### config.mk
export PLATFORM = sky130hd
export DESIGN_NAME = gb_cpu_ir_ctrl_flat
export DESIGN_NICKNAME = d
export VERILOG_FILES = /design/src/rtl/gb_cpu_ir_ctrl_if.sv /design/src/rtl/gb_cpu_ir_ctrl.sv /design/src/flat_wrapper.sv
export SDC_FILE = /design/constraint.sdc
export NUM_CORES = 1
export LEC_CHECK = 0
export ABC_AREA = 0
export ABC_CLOCK_PERIOD_IN_PS = 4250
export BUFFER_PORTS_ARGS = -buffer_cell sky130_fd_sc_hd__buf_2
export CORE_MARGIN = 2
export CORE_UTILIZATION = 49
export CTS_CLUSTER_DIAMETER = 50
export DETAILED_ROUTE_END_ITERATION = 16
export GPL_TIMING_DRIVEN = 0
export HOLD_SLACK_MARGIN = 0.02
export PLACE_DENSITY = 0.83
export SLEW_MARGIN = 20
export SYNTH_ARGS = -nofsm -noshare
export SYNTH_HDL_FRONTEND = slang
export SYNTH_SLANG_ARGS = --single-unit
### constraint.sdc
create_clock -name clk -period 4.25 [get_ports clk]
set_clock_uncertainty 0.2 [all_clocks]
set_input_delay 0.6375 -clock clk [delete_from_list [all_inputs] [get_ports clk]]
set_output_delay 0.6375 -clock clk [all_outputs]
set_load 0.02 [all_outputs]
### src/rtl/gb_cpu_ir_ctrl_if.sv
// rtl/gb_cpu_ir_ctrl_if.sv - fetch/interrupt/decoder bus of the instruction register front end
interface gb_cpu_ir_ctrl_if #(
  parameter int NUM_IRQ = 5
);
  logic [7:0]         mem_rdata;
  logic               fetch_valid;
  logic               cb_next;
  logic               ei_req;
  logic               di_req;
  logic               reti_req;
  logic               halt_req;
  logic [NUM_IRQ-1:0] int_enable;
  logic [NUM_IRQ-1:0] int_flag;
  logic [7:0]         opcode;
  logic               cb_prefix;
  logic               isr_cmd;
  logic [7:0]         isr_vector;
  logic [NUM_IRQ-1:0] if_clear;
  logic               ime;
  logic               halted;
  logic               pc_hold;

  // Sequencer / interrupt-register side driving the controller
  modport master (
    output mem_rdata, fetch_valid, cb_next, ei_req, di_req, reti_req, halt_req,
    output int_enable, int_flag,
    input  opcode, cb_prefix, isr_cmd, isr_vector, if_clear, ime, halted, pc_hold
  );

  // Controller side
  modport slave (
    input  mem_rdata, fetch_valid, cb_next, ei_req, di_req, reti_req, halt_req,
    input  int_enable, int_flag,
    output opcode, cb_prefix, isr_cmd, isr_vector, if_clear, ime, halted, pc_hold
  );
endinterface

### src/rtl/gb_cpu_ir_ctrl.sv
// rtl/gb_cpu_ir_ctrl.sv - instruction register, CB prefix tracking, IME/EI delay, HALT and IRQ dispatch
module gb_cpu_ir_ctrl #(
  parameter logic [7:0] RESET_OPCODE = 8'h00,
  parameter int         NUM_IRQ      = 5
) (
  input logic              clk,
  input logic              rst_n,
  gb_cpu_ir_ctrl_if.slave  bus
);

  localparam logic [1:0] ST_RUN  = 2'd0;
  localparam logic [1:0] ST_HALT = 2'd1;
  localparam logic [1:0] ST_ISR  = 2'd2;

  logic [1:0]         state;
  logic [7:0]         opcode_q;
  logic               cb_prefix_q;
  logic               isr_cmd_q;
  logic [7:0]         isr_vector_q;
  logic [NUM_IRQ-1:0] if_clear_q;
  logic               ime_q;
  logic               ei_delay;
  logic               halted_q;
  logic               pc_hold_q;

  logic [NUM_IRQ-1:0] irq_req;
  logic               pending;
  logic               ime_eff;
  logic [7:0]         idx;
  logic [7:0]         vector_nxt;
  logic [NUM_IRQ-1:0] clear_nxt;

  // Arbitration: lowest set bit of IE&IF wins; vector and IF-clear mask derived from it
  always_comb begin
    irq_req = bus.int_enable & bus.int_flag;
    pending = |irq_req;
    ime_eff = ime_q | ei_delay;
    idx     = 8'd0;
    for (int i = NUM_IRQ - 1; i >= 0; i--) begin
      if (irq_req[i]) idx = 8'(i);
    end
    vector_nxt = 8'h40 + (idx << 3);
    clear_nxt  = {{(NUM_IRQ-1){1'b0}}, 1'b1} << idx;
  end

  // Boundary sequencing; DI/RETI act every cycle and DI has the final say on IME
  always_ff @(posedge clk or negedge rst_n) begin
    if (!rst_n) begin
      state        <= ST_RUN;
      opcode_q     <= RESET_OPCODE;
      cb_prefix_q  <= 1'b0;
      isr_cmd_q    <= 1'b0;
      isr_vector_q <= 8'h00;
      if_clear_q   <= '0;
      ime_q        <= 1'b0;
      ei_delay     <= 1'b0;
      halted_q     <= 1'b0;
      pc_hold_q    <= 1'b0;
    end else begin
      if_clear_q <= '0;
      if (bus.fetch_valid) begin
        // EI promotion happens one boundary after EI itself
        if (ei_delay) begin
          ime_q    <= 1'b1;
          ei_delay <= 1'b0;
        end
        if (bus.ei_req) ei_delay <= 1'b1;

        if (bus.cb_next) begin
          // Prefix and its second byte are indivisible: no dispatch here
          state       <= ST_RUN;
          opcode_q    <= bus.mem_rdata;
          cb_prefix_q <= 1'b1;
        end else if (ime_eff && pending) begin
          state        <= ST_ISR;
          isr_cmd_q    <= 1'b1;
          isr_vector_q <= vector_nxt;
          if_clear_q   <= clear_nxt;
          ime_q        <= 1'b0;
          ei_delay     <= 1'b0;
          halted_q     <= 1'b0;
          pc_hold_q    <= 1'b1;
        end else if (bus.halt_req || (state == ST_HALT && !pending)) begin
          state       <= ST_HALT;
          isr_cmd_q   <= 1'b0;
          halted_q    <= 1'b1;
          pc_hold_q   <= 1'b1;
          opcode_q    <= RESET_OPCODE;
          cb_prefix_q <= 1'b0;
        end else begin
          // Normal fetch, HALT wake without dispatch, or end of an ISR
          state       <= ST_RUN;
          opcode_q    <= bus.mem_rdata;
          cb_prefix_q <= 1'b0;
          isr_cmd_q   <= 1'b0;
          halted_q    <= 1'b0;
          pc_hold_q   <= 1'b0;
        end
      end
      if (bus.reti_req) ime_q <= 1'b1;
      if (bus.di_req) begin
        ime_q    <= 1'b0;
        ei_delay <= 1'b0;
      end
    end
  end

  assign bus.opcode     = opcode_q;
  assign bus.cb_prefix  = cb_prefix_q;
  assign bus.isr_cmd    = isr_cmd_q;
  assign bus.isr_vector = isr_vector_q;
  assign bus.if_clear   = if_clear_q;
  assign bus.ime        = ime_q;
  assign bus.halted     = halted_q;
  assign bus.pc_hold    = pc_hold_q;

endmodule
### src/flat_wrapper.sv
// flat-port wrapper written by rule: the top's interface ports become plain ports
module gb_cpu_ir_ctrl_flat 
#(
  parameter logic [7:0] RESET_OPCODE = 8'h00,
  parameter int         NUM_IRQ      = 5
)
  (clk, rst_n, bus_mem_rdata, bus_fetch_valid, bus_cb_next, bus_ei_req, bus_di_req, bus_reti_req, bus_halt_req, bus_int_enable, bus_int_flag, bus_opcode, bus_cb_prefix, bus_isr_cmd, bus_isr_vector, bus_if_clear, bus_ime, bus_halted, bus_pc_hold);
  gb_cpu_ir_ctrl_if #(.NUM_IRQ(NUM_IRQ)) bus_i ();
  input logic clk;
  input logic rst_n;
  input wire logic [$bits(bus_i.mem_rdata)-1:0] bus_mem_rdata;
  input wire logic [$bits(bus_i.fetch_valid)-1:0] bus_fetch_valid;
  input wire logic [$bits(bus_i.cb_next)-1:0] bus_cb_next;
  input wire logic [$bits(bus_i.ei_req)-1:0] bus_ei_req;
  input wire logic [$bits(bus_i.di_req)-1:0] bus_di_req;
  input wire logic [$bits(bus_i.reti_req)-1:0] bus_reti_req;
  input wire logic [$bits(bus_i.halt_req)-1:0] bus_halt_req;
  input wire logic [$bits(bus_i.int_enable)-1:0] bus_int_enable;
  input wire logic [$bits(bus_i.int_flag)-1:0] bus_int_flag;
  output wire logic [$bits(bus_i.opcode)-1:0] bus_opcode;
  output wire logic [$bits(bus_i.cb_prefix)-1:0] bus_cb_prefix;
  output wire logic [$bits(bus_i.isr_cmd)-1:0] bus_isr_cmd;
  output wire logic [$bits(bus_i.isr_vector)-1:0] bus_isr_vector;
  output wire logic [$bits(bus_i.if_clear)-1:0] bus_if_clear;
  output wire logic [$bits(bus_i.ime)-1:0] bus_ime;
  output wire logic [$bits(bus_i.halted)-1:0] bus_halted;
  output wire logic [$bits(bus_i.pc_hold)-1:0] bus_pc_hold;
  assign bus_i.mem_rdata = bus_mem_rdata;
  assign bus_i.fetch_valid = bus_fetch_valid;
  assign bus_i.cb_next = bus_cb_next;
  assign bus_i.ei_req = bus_ei_req;
  assign bus_i.di_req = bus_di_req;
  assign bus_i.reti_req = bus_reti_req;
  assign bus_i.halt_req = bus_halt_req;
  assign bus_i.int_enable = bus_int_enable;
  assign bus_i.int_flag = bus_int_flag;
  assign bus_opcode = bus_i.opcode;
  assign bus_cb_prefix = bus_i.cb_prefix;
  assign bus_isr_cmd = bus_i.isr_cmd;
  assign bus_isr_vector = bus_i.isr_vector;
  assign bus_if_clear = bus_i.if_clear;
  assign bus_ime = bus_i.ime;
  assign bus_halted = bus_i.halted;
  assign bus_pc_hold = bus_i.pc_hold;
  gb_cpu_ir_ctrl #(.RESET_OPCODE(RESET_OPCODE), .NUM_IRQ(NUM_IRQ)) u_core (.clk(clk), .rst_n(rst_n), .bus(bus_i));
endmodule
======== After elaboration in Yosys (flattened, before gate mapping) ========
Cells that the tools add are included.
cells by class
  add/subtract/negate cells ............... 1
  equal/unequal tests ..................... 2
  shift-type cells ........................ 1
  multiplexer cells ....................... 31
  bitwise gates (word level) .............. 3
  reductions and logical operators ........ 10
operator list
  cell                                                                   number
  8-bit two-way mux                                                      7
  1-bit two-way mux                                                      18
  5-bit two-way mux                                                      3
  7-bit by 8-bit adder with 8-bit output, first input constant           1
  1-bit by 8-bit << shifter with 5-bit output, first input constant      1
  5-bit AND                                                              1
  5-bit OR reduction                                                     1
  2-bit two-way mux                                                      2
  2-bit AND reduction                                                    2
  3-bit two-way mux                                                      1
  3-bit AND reduction                                                    1
  3-bit nonzero test                                                     1
  2-bit by 1-bit equality test with 1-bit output, second input constant  1
  1-bit logical AND                                                      2
  2-bit inequality test, second input constant                           1
  2-bit nonzero test                                                     1
  1-bit logical NOT                                                      1
  1-bit logical OR                                                       1
  1-bit NOT                                                              1
  1-bit OR                                                               1
word-level totals
  bits in registers ....................... 29
  input bits .............................. 26
  output and inout port bits .............. 26
  word-level logic and storage cells ...... 58

======== Depth between registers and ports, before layout ========
  depth after elaboration ................. 10
  gate-level depth with buffers ........... 6
  depth with buffers taken out ............ 4

======== Least setup slack after synthesis ========
Ideal clock, no wire load.
  kind .................................... input-to-reg
  start point ............................. input bus_fetch_valid
  end point ............................... register u_core.opcode_q[0], in the netlist u_core.bus.opcode[0]
  library setup time ...................... 0.077 ns
  arrival ................................. 1.491 ns
  data required time ...................... 3.973 ns
  setup slack ............................. 2.482 ns
  cell stages on the path ................. 6
  buffers on the path ..................... 2
  path through ............................ buf_6 > a21boi_1 > a32oi_2 > buf_6 > nand2_1 > o21ai_1
on the way
  longest elaborated chain between the ends .. 1
RTL lines
  element                        line                  source
  from (decl)                    flat_wrapper.sv:12    input wire logic [$bits(bus_i.fetch_valid)-1:0] bus_fetch_valid;
  2-bit AND reduction (no line)  n/a
  to (signal assigned)           gb_cpu_ir_ctrl.sv:72  opcode_q <= bus.mem_rdata;
  to (signal assigned)           gb_cpu_ir_ctrl.sv:93  opcode_q <= bus.mem_rdata;
  to (decl)                      gb_cpu_ir_ctrl.sv:16  logic [7:0] opcode_q;
No other way between the ends.
A chain may end at the register's enable or synchronous reset.

======== Worst setup path after layout ========
  start point ............................. register u_core.ime_q, in the netlist u_core.bus.ime
  end point ............................... output bus_ime
RTL lines
  element                 line                  source
  from (decl)             gb_cpu_ir_ctrl.sv:21  logic ime_q;
  from (signal assigned)  gb_cpu_ir_ctrl.sv:55  ime_q <= 1'b0;
  from (signal assigned)  gb_cpu_ir_ctrl.sv:64  ime_q <= 1'b1;
  from (signal assigned)  gb_cpu_ir_ctrl.sv:79  ime_q <= 1'b0;
  to (decl)               flat_wrapper.sv:25    output wire logic [$bits(bus_i.ime)-1:0] bus_ime;
No word-level cell between the ends.

==> flow_metrics.tcl <==
set metrics [dict create \
    status "finished, final reports clean" \
    drive_above_1_share_pct 37.7 \
    start_kind "flip-flop" \
    diodes 0 \
    maxSlewViolCount 0 \
    wl_per_cell_um 12.8 \
    cts_resized 0 \
    ys_ff_latch 25 \
    peakVddDrop_mv 0.229 \
    detail_route.first_pass.iterations 4 \
    synthArstFlopShare_pct 100 \
    cp.required_ps 3410 \
    vias 1011 \
    grt_antenna_before_repair 0 \
    synth_ff_type "dfrtp_1" \
    postCtsHoldBufs 0 \
    whs_ps 87.1 \
    yosysWarnings 0 \
    grt_usage_pct 19.9 \
    start_util_pct 52.6 \
    stdcell_count 195 \
    dp_cells 191 \
    post-route-period-util_pct 41.4 \
    hold_path.class "in -> async" \
    rows 17 \
    tritoncts "done" \
    p_leak_nw 0.769 \
    slew_headroom_pct 64.0 \
    insertion_delay_ps 310 \
    core_area_um2 2250 \
    critical-path-top-delay-family "flip-flops" \
    clockPowerShare_pct 19.7 \
    critPathArrivalTime_ps 920 \
    path_cells "buf_2" \
    final_nets 194 \
    pre_cts_ws_ps 2210 \
    clockRootBuffer "clkbuf_4" \
    crit_fanout 5 \
    viasPerCell 5.18 \
    p_sw_share_pct 32.7 \
    setup_tns_ps 0 \
    critPathMaxStageDelay_ps 440 \
    wl_mm 2.51 \
    fin_area_um2 1490 \
    powerDensity_nw_per_um2 354 \
    cp_slowest_cell "dfrtp_1" \
    utilization_pct 66.3 \
    path_buf_inv 1 \
    ios 52 \
    max_cap_violations 0 \
    finalSetupViolCount 0 \
    grt_overflow 0 \
    fp.dieW_um 53.2 \
    ant_nets 0 \
    fin_ws_ps 2490 \
    cts_setup_buffers 0 \
    fillers 213 \
    r2r_slack_ps 2700 \
    hold_viol 0 \
    cts_inserted_buffers 3 \
    min_period_ps 1760 \
    rsz0062_at_grt "no" \
    drc 0 \
    synth_top_cell_by_area "dfrtp_1" \
    netSwitchingPower_mw 0.173 \
    syn_area_um2 1190 \
    postSynthAreaPerCell_um2 10.5 \
    max_freq_mhz 569 \
    r2r-start "u_core.ei_delay" \
    setup.worst_path.class "reg -> out" \
    ys_top_cells_by_area "dfrtp_1 53%, nand2_1 6.0%, o21ai_0 4.2%, o21ai_1 4.2%, a22oi_4 3.6%" \
    yosysMostFrequentCell "dfrtp_1" \
    combPwrFrac_pct 27.8 \
    synth.yosys.seq_area_share_pct 52.7 \
    power_mw 0.529 \
    place.gp.congestion 0.752 \
    clockBufferDepth 2 \
    hpwl_mm 2.00 \
    yosysUniqueCellTypes 34 \
    timing.rr.end "u_core.bus.opcode[3]" \
    placed_area_um2 1470 \
    worst_slew_pin_slew_ps 541 \
    htreeDepth 1 \
    synthTopCellsByCount "25 x dfrtp_1, 19 x nand2_1, 10 x o21ai_0, 10 x o21ai_1, 7 x nor2_1" \
    intPower_mw 0.356 \
    synth_edf_count 0 \
    crit_path_end_kind "primary output" \
    drt_iter0_markers 16 \
    die_area_um2 2830 \
    die-height_um 53.2 \
    path_clk_slew_ps 130 \
    clock-sinks 25 \
    synthCells 113 \
    grt_pass1_vias 977 \
    io_buffers 47 \
    grt_max_degree 26 \
    r2r_cells 5 \
    grt_pass1_wl_mm 4.09 \
    synth_top_cell_area_share_pct 52.7 \
    pwr-share-seq_pct 52.5 \
    syn_to_final_growth_pct 25.9 \
]
-- flip-flops by register name, summed over array words and instances, names as in the netlist --
signal,flops
u_core.bus.pc_hold,1
u_core.bus.cb_prefix,1
u_core.bus.ime,1
u_core.bus.if_clear,5
u_core.state,2
u_core.bus.isr_vector,4
u_core.bus.opcode,8
u_core.bus.isr_cmd,1
u_core.ei_delay,1
u_core.bus.halted,1
-- how the worst max path moves through the flow --
stage	slack, ps	startpoint	cells past startpoint	end
4_1_cts	2490	u_core.bus.ime	1	bus_ime
3_3_place_gp	2250	bus_fetch_valid	7	u_core.bus.opcode[0]
5_1_grt	2440	bus_fetch_valid	7	u_core.bus.opcode[3]
3_5_place_dp	2210	bus_int_enable[2]	6	u_core.bus.opcode[3]
6_report	2490	u_core.bus.ime	1	bus_ime
2_1_floorplan	2480	bus_fetch_valid	6	u_core.bus.opcode[0]
-- area by class of cell --
type / count / area (µm²) / share of cell area, %
sequential: 25 / 626 / 41.9
multi-input combinational: 82 / 508 / 34.0
timing repair buffer: 47 / 235 / 15.7
buffer: 7 / 56.3 / 3.77
tap: 28 / 35.0 / 2.35
clock buffer: 4 / 26.3 / 1.76
inverter: 2 / 7.51 / 0.503
-- logic make-up after synthesis --
| logic type | share of synthesized area [%] |
|---|---|
| other | 0.316 |
| AND/OR/NAND/NOR | 14.5 |
| buffers and inverters | 5.38 |
| flip-flops | 52.7 |
| AO/OA/AOI/OAI | 27.1 |
-- power by group through the flow --
| stage | Sequential (mW) | Clock [mW] | Combinational [mW] |
|---|---|---|---|
| after CTS | 0.278 | 0.105 | 0.148 |
| after global routing | 0.281 | 0.115 | 0.161 |
| after floorplan | 0.313 | 0 | 0.0595 |
| after global placement | 0.281 | 0 | 0.143 |
| after detailed placement | 0.283 | 0 | 0.148 |
| final | 0.277 | 0.104 | 0.147 |
-- routing by layer --
layer	part of all wire (%)	track usage, %	vias up	wire length, µm
met4	1.7	9.83	0	42
met2	51	34.8	42	1280
li1	-	-	501	-
met5	0	0	-	0
met1	41	24.3	464	1030
met3	6.0	1.69	4	150
-- cell usage in the layout, fill, tap and decap left out, drive strengths merged --
master   synthesis  final
nor2             7      7
o21ba            1      1
conb             1      4
and2b            1      1
o22ai            1      1
a311oi           1      1
and3             1      1
a41oi            1      1
a21oi            4      4
or2              2      2
nor3             1      1
dfrtp           25     25
a32oi            1      1
a311o            1      1
nand3            2      2
a21boi           1      1
o31ai            1      1
inv              2      2
o21bai           1      1
nor2b            1      1
a221oi           1      1
nand2           19     19
a2bb2oi          1      1
o21ai           20     20
nor3b            1      1
a21o             1      1
clkbuf           1      5
a22o             1      1
nand2b           3      3
o211ai           1      1
a22oi            2      2
buf              6     53
Note: power is estimated with default switching activity, not from simulation.
